**src/rtl/sr_input_conditioner_if.sv**
```systemverilog
// Button inputs and latch drive outputs of sr_input_conditioner.
interface sr_input_conditioner_if;
    logic btn_s;
    logic btn_r;
    logic S;
    logic R;
    logic C;
    logic busy;
    logic conflict;
    logic dropped;

    modport master (
        output btn_s, btn_r,
        input  S, R, C, busy, conflict, dropped
    );

    modport slave (
        input  btn_s, btn_r,
        output S, R, C, busy, conflict, dropped
    );
endinterface

```
**src/rtl/sr_input_conditioner.sv**
```systemverilog
// Synchronizes and debounces set/reset buttons, then sequences fixed-length
// S/R + C command pulses to a downstream enabled SR latch.
module sr_input_conditioner #(
    parameter int unsigned DEBOUNCE_N = 4,
    parameter int unsigned PULSE_N    = 2
) (
    input logic                    clk,
    input logic                    rst_n,
    sr_input_conditioner_if.slave  bus
);

    typedef enum logic [1:0] {IDLE, DRIVE, GAP} state_t;

    localparam logic [7:0] CNT_LAST  = 8'(DEBOUNCE_N - 1);
    localparam logic [7:0] PCNT_LAST = 8'(PULSE_N - 1);

    // Index 0 = set button, index 1 = reset button
    logic [1:0] w_raw;
    logic [1:0] r_sync1;
    logic [1:0] r_sync2;
    logic [1:0] r_deb;
    logic [1:0] r_deb_q;
    logic [7:0] r_cnt [2];

    logic [1:0] w_req;
    logic       w_conflict;
    logic       w_new;
    logic       w_new_r;

    state_t     r_state;
    state_t     w_state_nxt;
    logic [7:0] r_pcnt;
    logic [7:0] w_pcnt_nxt;
    logic       r_pend_v;
    logic       w_pend_v_nxt;
    logic       r_pend_r;
    logic       w_pend_r_nxt;
    logic       r_s, r_r, r_c, r_busy, r_conflict, r_dropped;
    logic       w_s_nxt, w_r_nxt, w_c_nxt, w_busy_nxt, w_dropped_nxt;
    logic       w_start;
    logic       w_start_r;

    assign w_raw = {bus.btn_r, bus.btn_s};

    always_ff @(posedge clk or negedge rst_n) begin
        if (!rst_n) begin
            r_sync1 <= '0;
            r_sync2 <= '0;
            r_deb   <= '0;
            r_deb_q <= '0;
            for (int unsigned i = 0; i < 2; i++) r_cnt[i] <= '0;
        end else begin
            r_sync1 <= w_raw;
            r_sync2 <= r_sync1;
            r_deb_q <= r_deb;
            for (int unsigned i = 0; i < 2; i++) begin
                if (r_sync2[i] == r_deb[i]) begin
                    r_cnt[i] <= '0;
                end else if (r_cnt[i] == CNT_LAST) begin
                    r_cnt[i] <= '0;
                    r_deb[i] <= ~r_deb[i];
                end else begin
                    r_cnt[i] <= r_cnt[i] + 8'd1;
                end
            end
        end
    end

    assign w_req      = r_deb & ~r_deb_q;
    assign w_conflict = &w_req;
    assign w_new      = ^w_req;
    assign w_new_r    = w_req[1];

    always_ff @(posedge clk or negedge rst_n) begin
        if (!rst_n) begin
            r_state    <= IDLE;
            r_pcnt     <= '0;
            r_pend_v   <= 1'b0;
            r_pend_r   <= 1'b0;
            r_s        <= 1'b0;
            r_r        <= 1'b0;
            r_c        <= 1'b0;
            r_busy     <= 1'b0;
            r_conflict <= 1'b0;
            r_dropped  <= 1'b0;
        end else begin
            r_state    <= w_state_nxt;
            r_pcnt     <= w_pcnt_nxt;
            r_pend_v   <= w_pend_v_nxt;
            r_pend_r   <= w_pend_r_nxt;
            r_s        <= w_s_nxt;
            r_r        <= w_r_nxt;
            r_c        <= w_c_nxt;
            r_busy     <= w_busy_nxt;
            r_conflict <= w_conflict;
            r_dropped  <= w_dropped_nxt;
        end
    end

    always_comb begin
        w_state_nxt   = r_state;
        w_pcnt_nxt    = r_pcnt;
        w_pend_v_nxt  = r_pend_v;
        w_pend_r_nxt  = r_pend_r;
        w_s_nxt       = r_s;
        w_r_nxt       = r_r;
        w_c_nxt       = r_c;
        w_dropped_nxt = 1'b0;
        w_start       = 1'b0;
        w_start_r     = 1'b0;

        unique case (r_state)
            IDLE: begin
                // Pending slot is served first; a same-cycle request refills it
                if (r_pend_v) begin
                    w_start      = 1'b1;
                    w_start_r    = r_pend_r;
                    w_pend_v_nxt = w_new;
                    w_pend_r_nxt = w_new_r;
                end else if (w_new) begin
                    w_start   = 1'b1;
                    w_start_r = w_new_r;
                end
            end
            DRIVE: begin
                if (r_pcnt == PCNT_LAST) begin
                    w_state_nxt = GAP;
                    w_s_nxt     = 1'b0;
                    w_r_nxt     = 1'b0;
                    w_c_nxt     = 1'b0;
                end else begin
                    w_pcnt_nxt = r_pcnt + 8'd1;
                end
            end
            GAP: begin
                w_state_nxt = IDLE;
            end
            default: begin
                w_state_nxt = IDLE;
                w_s_nxt     = 1'b0;
                w_r_nxt     = 1'b0;
                w_c_nxt     = 1'b0;
            end
        endcase

        if (r_state != IDLE && w_new) begin
            if (!r_pend_v) begin
                w_pend_v_nxt = 1'b1;
                w_pend_r_nxt = w_new_r;
            end else begin
                w_dropped_nxt = 1'b1;
            end
        end

        if (w_start) begin
            w_state_nxt = DRIVE;
            w_pcnt_nxt  = '0;
            w_s_nxt     = ~w_start_r;
            w_r_nxt     = w_start_r;
            w_c_nxt     = 1'b1;
        end

        w_busy_nxt = (w_state_nxt != IDLE);
    end

    assign bus.S        = r_s;
    assign bus.R        = r_r;
    assign bus.C        = r_c;
    assign bus.busy     = r_busy;
    assign bus.conflict = r_conflict;
    assign bus.dropped  = r_dropped;

endmodule

```
**src/flat_wrapper.sv**
```systemverilog
// flat-port wrapper written by rule: the top's interface ports become plain ports
module sr_input_conditioner_flat 
#(
    parameter int unsigned DEBOUNCE_N = 4,
    parameter int unsigned PULSE_N    = 2
)
  (clk, rst_n, bus_btn_s, bus_btn_r, bus_S, bus_R, bus_C, bus_busy, bus_conflict, bus_dropped);
  sr_input_conditioner_if bus_i ();
  input logic clk;
  input logic rst_n;
  input wire logic [$bits(bus_i.btn_s)-1:0] bus_btn_s;
  input wire logic [$bits(bus_i.btn_r)-1:0] bus_btn_r;
  output wire logic [$bits(bus_i.S)-1:0] bus_S;
  output wire logic [$bits(bus_i.R)-1:0] bus_R;
  output wire logic [$bits(bus_i.C)-1:0] bus_C;
  output wire logic [$bits(bus_i.busy)-1:0] bus_busy;
  output wire logic [$bits(bus_i.conflict)-1:0] bus_conflict;
  output wire logic [$bits(bus_i.dropped)-1:0] bus_dropped;
  assign bus_i.btn_s = bus_btn_s;
  assign bus_i.btn_r = bus_btn_r;
  assign bus_S = bus_i.S;
  assign bus_R = bus_i.R;
  assign bus_C = bus_i.C;
  assign bus_busy = bus_i.busy;
  assign bus_conflict = bus_i.conflict;
  assign bus_dropped = bus_i.dropped;
  sr_input_conditioner #(.DEBOUNCE_N(DEBOUNCE_N), .PULSE_N(PULSE_N)) u_core (.clk(clk), .rst_n(rst_n), .bus(bus_i));
endmodule
```
**config.mk**
```make
export PLATFORM = sky130hd
export DESIGN_NAME = sr_input_conditioner_flat
export DESIGN_NICKNAME = d
export VERILOG_FILES = /design/src/rtl/sr_input_conditioner_if.sv /design/src/rtl/sr_input_conditioner.sv /design/src/flat_wrapper.sv
export SDC_FILE = /design/constraint.sdc
export NUM_CORES = 1
export LEC_CHECK = 0
export ABC_CLOCK_PERIOD_IN_PS = 4350
export CORE_UTILIZATION = 28
export DETAILED_ROUTE_END_ITERATION = 16
export PLACE_DENSITY = 0.44
export SLEW_MARGIN = 0
export SYNTH_ARGS = -nofsm -noshare
export SYNTH_HDL_FRONTEND = slang
export SYNTH_SLANG_ARGS = --single-unit
export TNS_END_PERCENT = 30
```
**constraint.sdc**
```tcl
create_clock -name clk -period 4.35 [get_ports clk]
set_clock_uncertainty 0.2 [all_clocks]
set_input_delay 0.87 -clock clk [delete_from_list [all_inputs] [get_ports clk]]
set_output_delay 0.87 -clock clk [all_outputs]
set_load 0.01 [all_outputs]
```
# [Word-level counts from Yosys, hierarchy flattened]
# Cells that the tools add are included.
[word_totals] regBits=42 out_inout_bits=6 wordCells=80
[classes] n_addsub=3 eq_ne=10 mux=31 bitwise_logic=7 reduce_logical=12
[op_table] cell="$mux W8" count=7
[op_table] cell="$add A8 B1 Y8 const B" count=3
[op_table] cell="$mux W1" count=20
[op_table] cell="$eq A8 B2 Y1 const B" count=2
[op_table] cell="$reduce_and A2 Y1" count=5
[op_table] cell="$eq A8 B1 Y1 const B" count=1
[op_table] cell="$reduce_bool A2 Y1" count=3
[op_table] cell="$not A1 Y1" count=5
[op_table] cell="$mux W2" count=2
[op_table] cell="$ne A2 B1 Y1 const B" count=2
[op_table] cell="$pmux W2 S2" count=1
[op_table] cell="$ne A3 B1 Y1 const B" count=1
[op_table] cell="$and A2 B2 Y2" count=1
[op_table] cell="$eq A1 B1 Y1" count=2
[op_table] cell="$eq A2 B1 Y1 const B" count=1
[op_table] cell="$eq A2 B2 Y1 const B" count=1
[op_table] cell="$logic_not A2 Y1" count=1
[op_table] cell="$not A2 Y2" count=1
[op_table] cell="$pmux W1 S2" count=1
[op_table] cell="$reduce_or A2 Y1" count=1
[op_table] cell="$reduce_xor A2 Y1" count=1
[op_table] cell="$logic_and A1 B1 Y1" count=1

# [Longest topological paths before layout]
[depth] ltp_word=8 depth_mapped=5 ltp_nobuf=5

# [Least setup slack after synthesis]
# Ideal clock, no wire load.
[synth_path] path_kind="register to register" startpoint="reg u_core.r_deb[1]" endpoint="reg u_core.r_c (netlist: u_core.bus.C)" setup_time_ns=0.126 arrival_time_ns=1.544 required_ns=4.024 path_slack_ns=2.480 path_stages_with_launch=6 path_buffers=0 period_less_slack_ns=1.870 path_cell_list="dfrtp_1 > nor2b_1 > ha_1 > nor2b_1 > nor2_1 > a311o_1"
[synth_via] elab_chain_cells=7
[synth_rtl] element="start, declared" line="sr_input_conditioner.sv:21" rtl="logic [1:0] r_deb;"
[synth_rtl] element="start signal, assigned by index" line="sr_input_conditioner.sv:61" rtl="r_deb[i] <= ~r_deb[i];"
[synth_rtl] element="$and A2 B2 Y2 (*)" line="sr_input_conditioner.sv:69" rtl="assign w_req = r_deb & ~r_deb_q;"
[synth_rtl] element="$reduce_xor A2 Y1 (*)" line="sr_input_conditioner.sv:71" rtl="assign w_new = ^w_req;"
[synth_rtl] element="$mux W1 (*)" line="sr_input_conditioner.sv:120" rtl="end else if (w_new) begin"
[synth_rtl] element="$mux W1 (*)" line="sr_input_conditioner.sv:115" rtl="if (r_pend_v) begin"
[synth_rtl] element="$mux W1 (*)" line="sr_input_conditioner.sv:112" rtl="unique case (r_state)"
[synth_rtl] element="$ne A3 B1 Y1 (no line) or $ne A2 B1 Y1 (tied branches)"
[synth_rtl] element="$reduce_and A2 Y1 (no line)"
[synth_rtl] element="end signal, assigned" line="sr_input_conditioner.sv:93" rtl="r_c <= w_c_nxt;"
[synth_rtl] element="end, declared" line="sr_input_conditioner.sv:38" rtl="logic r_s, r_r, r_c, r_busy, r_conflict, r_dropped;"
# Mark *: on every way between the ends. The rest lies on a longest branch, timed or not.
# A chain may end at the register's enable or synchronous reset.

# [Worst setup path after layout]
[layout_path] startpoint="reg u_core.r_s (netlist: u_core.bus.S)" endpoint="out bus_S"
[layout_lines] element="start, declared" line="sr_input_conditioner.sv:38"
[layout_lines] element="start signal, assigned" line="sr_input_conditioner.sv:91" rtl="r_s <= w_s_nxt;"
[layout_lines] element="end, declared" line="flat_wrapper.sv:13" rtl="output wire logic [$bits(bus_i.S)-1:0] bus_S;"
# No word-level cell between the ends.

==> out/qor.yml <==
status:
  status: "complete, no violations"
die:
  io-pin-count: 10
  die_h_um: 86.0
  rows: 30
  start_util: 0.291
  die-area_um2: 7390
  die_x_um: 86.0
  core_area_um2: 6790
clock_tree:
  clk_path_buf_depth: 2
  cts_setup_buffers: 0
  htreeDepth: 2
  ctsHoldBuffers: 0
  cts_resized: 0
  cts_tree: "yes"
  worstSkewPairLatency_ps: 290
  clkTransAtPathRegs_ps: 80
  cts_buffers: 5
  cts_root_buf: "clkbuf_8"
  cts.sink_count: 42
critical_path:
  endpoint_kind: "output pin"
  crit_buf_inv: 1
  cp.arrival_ps: 1210
  critical-path-slowest-cell: "clkdlybuf4s50_1"
  critPathKind: "flip-flop to output pin"
  cp_slowest_stage_delay_ps: 550
  crit_fanout: 3
  crit_chain: "clkdlybuf4s50_1"
  path_delay_family: "buffers and inverters"
  start_kind: "flip-flop"
  cp.required_ps: 3280
logic_synthesis:
  synth_top_family_by_area: "simple AND/OR/NAND/NOR gates"
  synth_warnings: 0
  syn_area_um2: 1970
  avgSynthCellArea_um2: 11.0
  syn_nets: 190
  synth_fa_ha_area_frac: 0.0380
  synth_seq_cells: 42
  ys_seq_area_frac: 0.532
  muxShareOfSynthArea: 0.0323
  synth.distinct_cells: 41
  synth-compound-area-share: 0.139
  postSynthCellCount: 180
  synth_xor_area_frac: 0.0399
  synth_simple_gate_area_frac: 0.198
place:
  place_congestion: 0.787
  dp_hpwl_um: 2580
  port_buffers: 9
global_route:
  grt_pass1_vias: 1374
  grt_pass1_wl_um: 6260
  grt_use_total: 0.110
  grt_max_degree: 43
  antenna_found_initial: 0
  overflow: 0
power:
  irDropWorstVdd_mv: 0.234
  power_density_nw_per_um2: 576
  leakage_nw: 0.976
final_layout:
  regArea_um2: 1050
  nFillCells: 678
  area_growth_pct: 15.4
  drive_above_1_share: 0.0872
  antenna_cells: 0
  utilization: 0.335
  multi_input_area_um2: 883
  final_nets: 204
sta:
  period_share: 0.524
  tightest_slew_ps: 947
  timing.slew.headroom: 0.369
  timing.setup.tns_ps: 0
  rsz0062_at_grt: "no"
  fmax_ghz: 0.439
  fin_crit_ps: 2280
  setup_viol: 0
  hold_violations: 0
  fin_hold_ws_ps: 152
  slew_viol_final: 0
route:
  drc_errors: 0
  drt-total-wl_um: 3630
  dr.pass1.iters: 4
  ant_nets: 0
  vias: 1363
  wire_per_inst_um: 12.5
  vias_per_cell: 4.68
  drt_iter0_drc: 64
flow_run:
  cap_violations: 0
worst_hold_path:
  hp-class: "flip-flop to flip-flop"
[sequential cells by signal, indices dropped and copies added, names as in the netlist]
name                 flops
u_core.r_state           2
u_core.r_pend_v          1
u_core.bus.busy          1
u_core.r_deb_q           2
u_core.r_cnt            16
u_core.r_sync2           2
u_core.bus.C             1
u_core.r_deb             2
u_core.bus.R             1
u_core.bus.dropped       1
u_core.r_sync1           2
u_core.r_pcnt            8
u_core.bus.S             1
u_core.r_pend_r          1
u_core.bus.conflict      1
[metal layers]
| metal | wire [um] | global-route usage |
|---|---|---|
| met5 | 0 | 0 |
| met4 | 46 | 0.0455 |
| met3 | 79 | 0.0289 |
| met2 | 1870 | 0.189 |
| met1 | 1630 | 0.130 |
[synth_stat cells (all sizes together)]
master | number | area share
dfrtp | 42 | 0.53
a21oi | 16 | 0.041
nor2 | 13 | 0.025
o21ai | 13 | 0.033
nand2 | 9 | 0.017
or3 | 9 | 0.029
nand3 | 8 | 0.020
inv | 7 | 0.013
ha | 6 | 0.038
nand2b | 6 | 0.019
xor2 | 6 | 0.027
mux2 | 3 | 0.017
mux2i | 3 | 0.015
nand4 | 3 | 0.0095
nor2b | 3 | 0.0095
nor3 | 3 | 0.010
o31ai | 3 | 0.018
or4 | 3 | 0.015
xnor2 | 3 | 0.013
buf | 2 | 0.0051
nand3b | 2 | 0.0076
o21bai | 2 | 0.0076
a211o | 1 | 0.0044
a211oi | 1 | 0.0038
a21o | 1 | 0.0038
a311o | 1 | 0.0051
and2 | 1 | 0.0032
clkinv | 1 | 0.0019
nand4b | 1 | 0.0076
nor3b | 1 | 0.0038
nor4 | 1 | 0.0063
nor4b | 1 | 0.0076
o221ai | 1 | 0.0044
o32ai | 1 | 0.0044
o41ai | 1 | 0.014
or2 | 1 | 0.0032
or3b | 1 | 0.0044
[metrics by stage]
stage                     setup WS [ps]  power, mW  cells  instance area (um^2)
after floorplan                    2480      0.890    180                  1970
after global placement             2350       1.01    283                  2170
after detailed placement           2290       1.03    283                  2170
after CTS                          2050       1.34    291                  2280
after global routing               2030       1.41    291                  2280
final                              2070       1.31    291                  2280
[logic make-up after synthesis]
group / Yosys count
simple gates: 66
flops: 42
buf+inv: 10
mux: 6
compound gates: 41
xor+xnor: 9
fa+ha+maj: 6
[cells in the final DEF, fill, tap and decap left out, types with 3 or more instances in the layout]
| cell type | synthesis | layout |
|---|---|---|
| mux2_1 | 3 | 3 |
| o21ai_1 | 4 | 4 |
| nand2b_1 | 6 | 6 |
| inv_1 | 7 | 7 |
| a21oi_1 | 16 | 16 |
| nand4_1 | 3 | 3 |
| o21ai_0 | 9 | 9 |
| or3_1 | 9 | 9 |
| dfrtp_1 | 42 | 42 |
| xor2_1 | 6 | 6 |
| nand3_1 | 8 | 8 |
| clkbuf_8 | 0 | 5 |
| mux2i_1 | 3 | 3 |
| xnor2_1 | 3 | 3 |
| nor2b_1 | 3 | 3 |
| clkdlybuf4s50_1 | 0 | 8 |
| nand2_1 | 9 | 9 |
| nor2_1 | 13 | 13 |
| ha_1 | 6 | 6 |
[worst paths after layout]
check,endpoint,start,slack (ps),depth (start not counted)
min reg2reg,u_core.r_sync2[0]$_DFF_PN0_,u_core.r_sync1[0]$_DFF_PN0_,150,0
min,u_core.r_sync2[0]$_DFF_PN0_,u_core.r_sync1[0]$_DFF_PN0_,150,0
max,bus_S,u_core.bus.S$_DFFE_PN0P_,2070,1
max in group asynchronous,u_core.r_sync2[1]$_DFF_PN0_,rst_n,2830,1
max reg2reg,u_core.bus.C$_DFFE_PN0P_,u_core.r_deb[1]$_DFFE_PN0P_,2270,5
min in group asynchronous,u_core.r_pcnt[4]$_DFFE_PN0P_,rst_n,520,1
[power by group]
part           switching [mW]  internal [mW]  leakage (nW)
Sequential             0.0956          0.478         0.547
Clock                   0.130          0.169        0.0579
Combinational           0.237          0.203         0.371
[area by class of cell]
cell class | count | area share
Tap cell | 96 | 0.0527
Multi-Input combinational cell | 128 | 0.388
Timing Repair Buffer | 9 | 0.0373
Sequential cell | 42 | 0.461
Inverter | 8 | 0.0132
Clock buffer | 5 | 0.0302
Clock inverter | 3 | 0.0176
No activity file was read; power rests on OpenSTA's default activity.
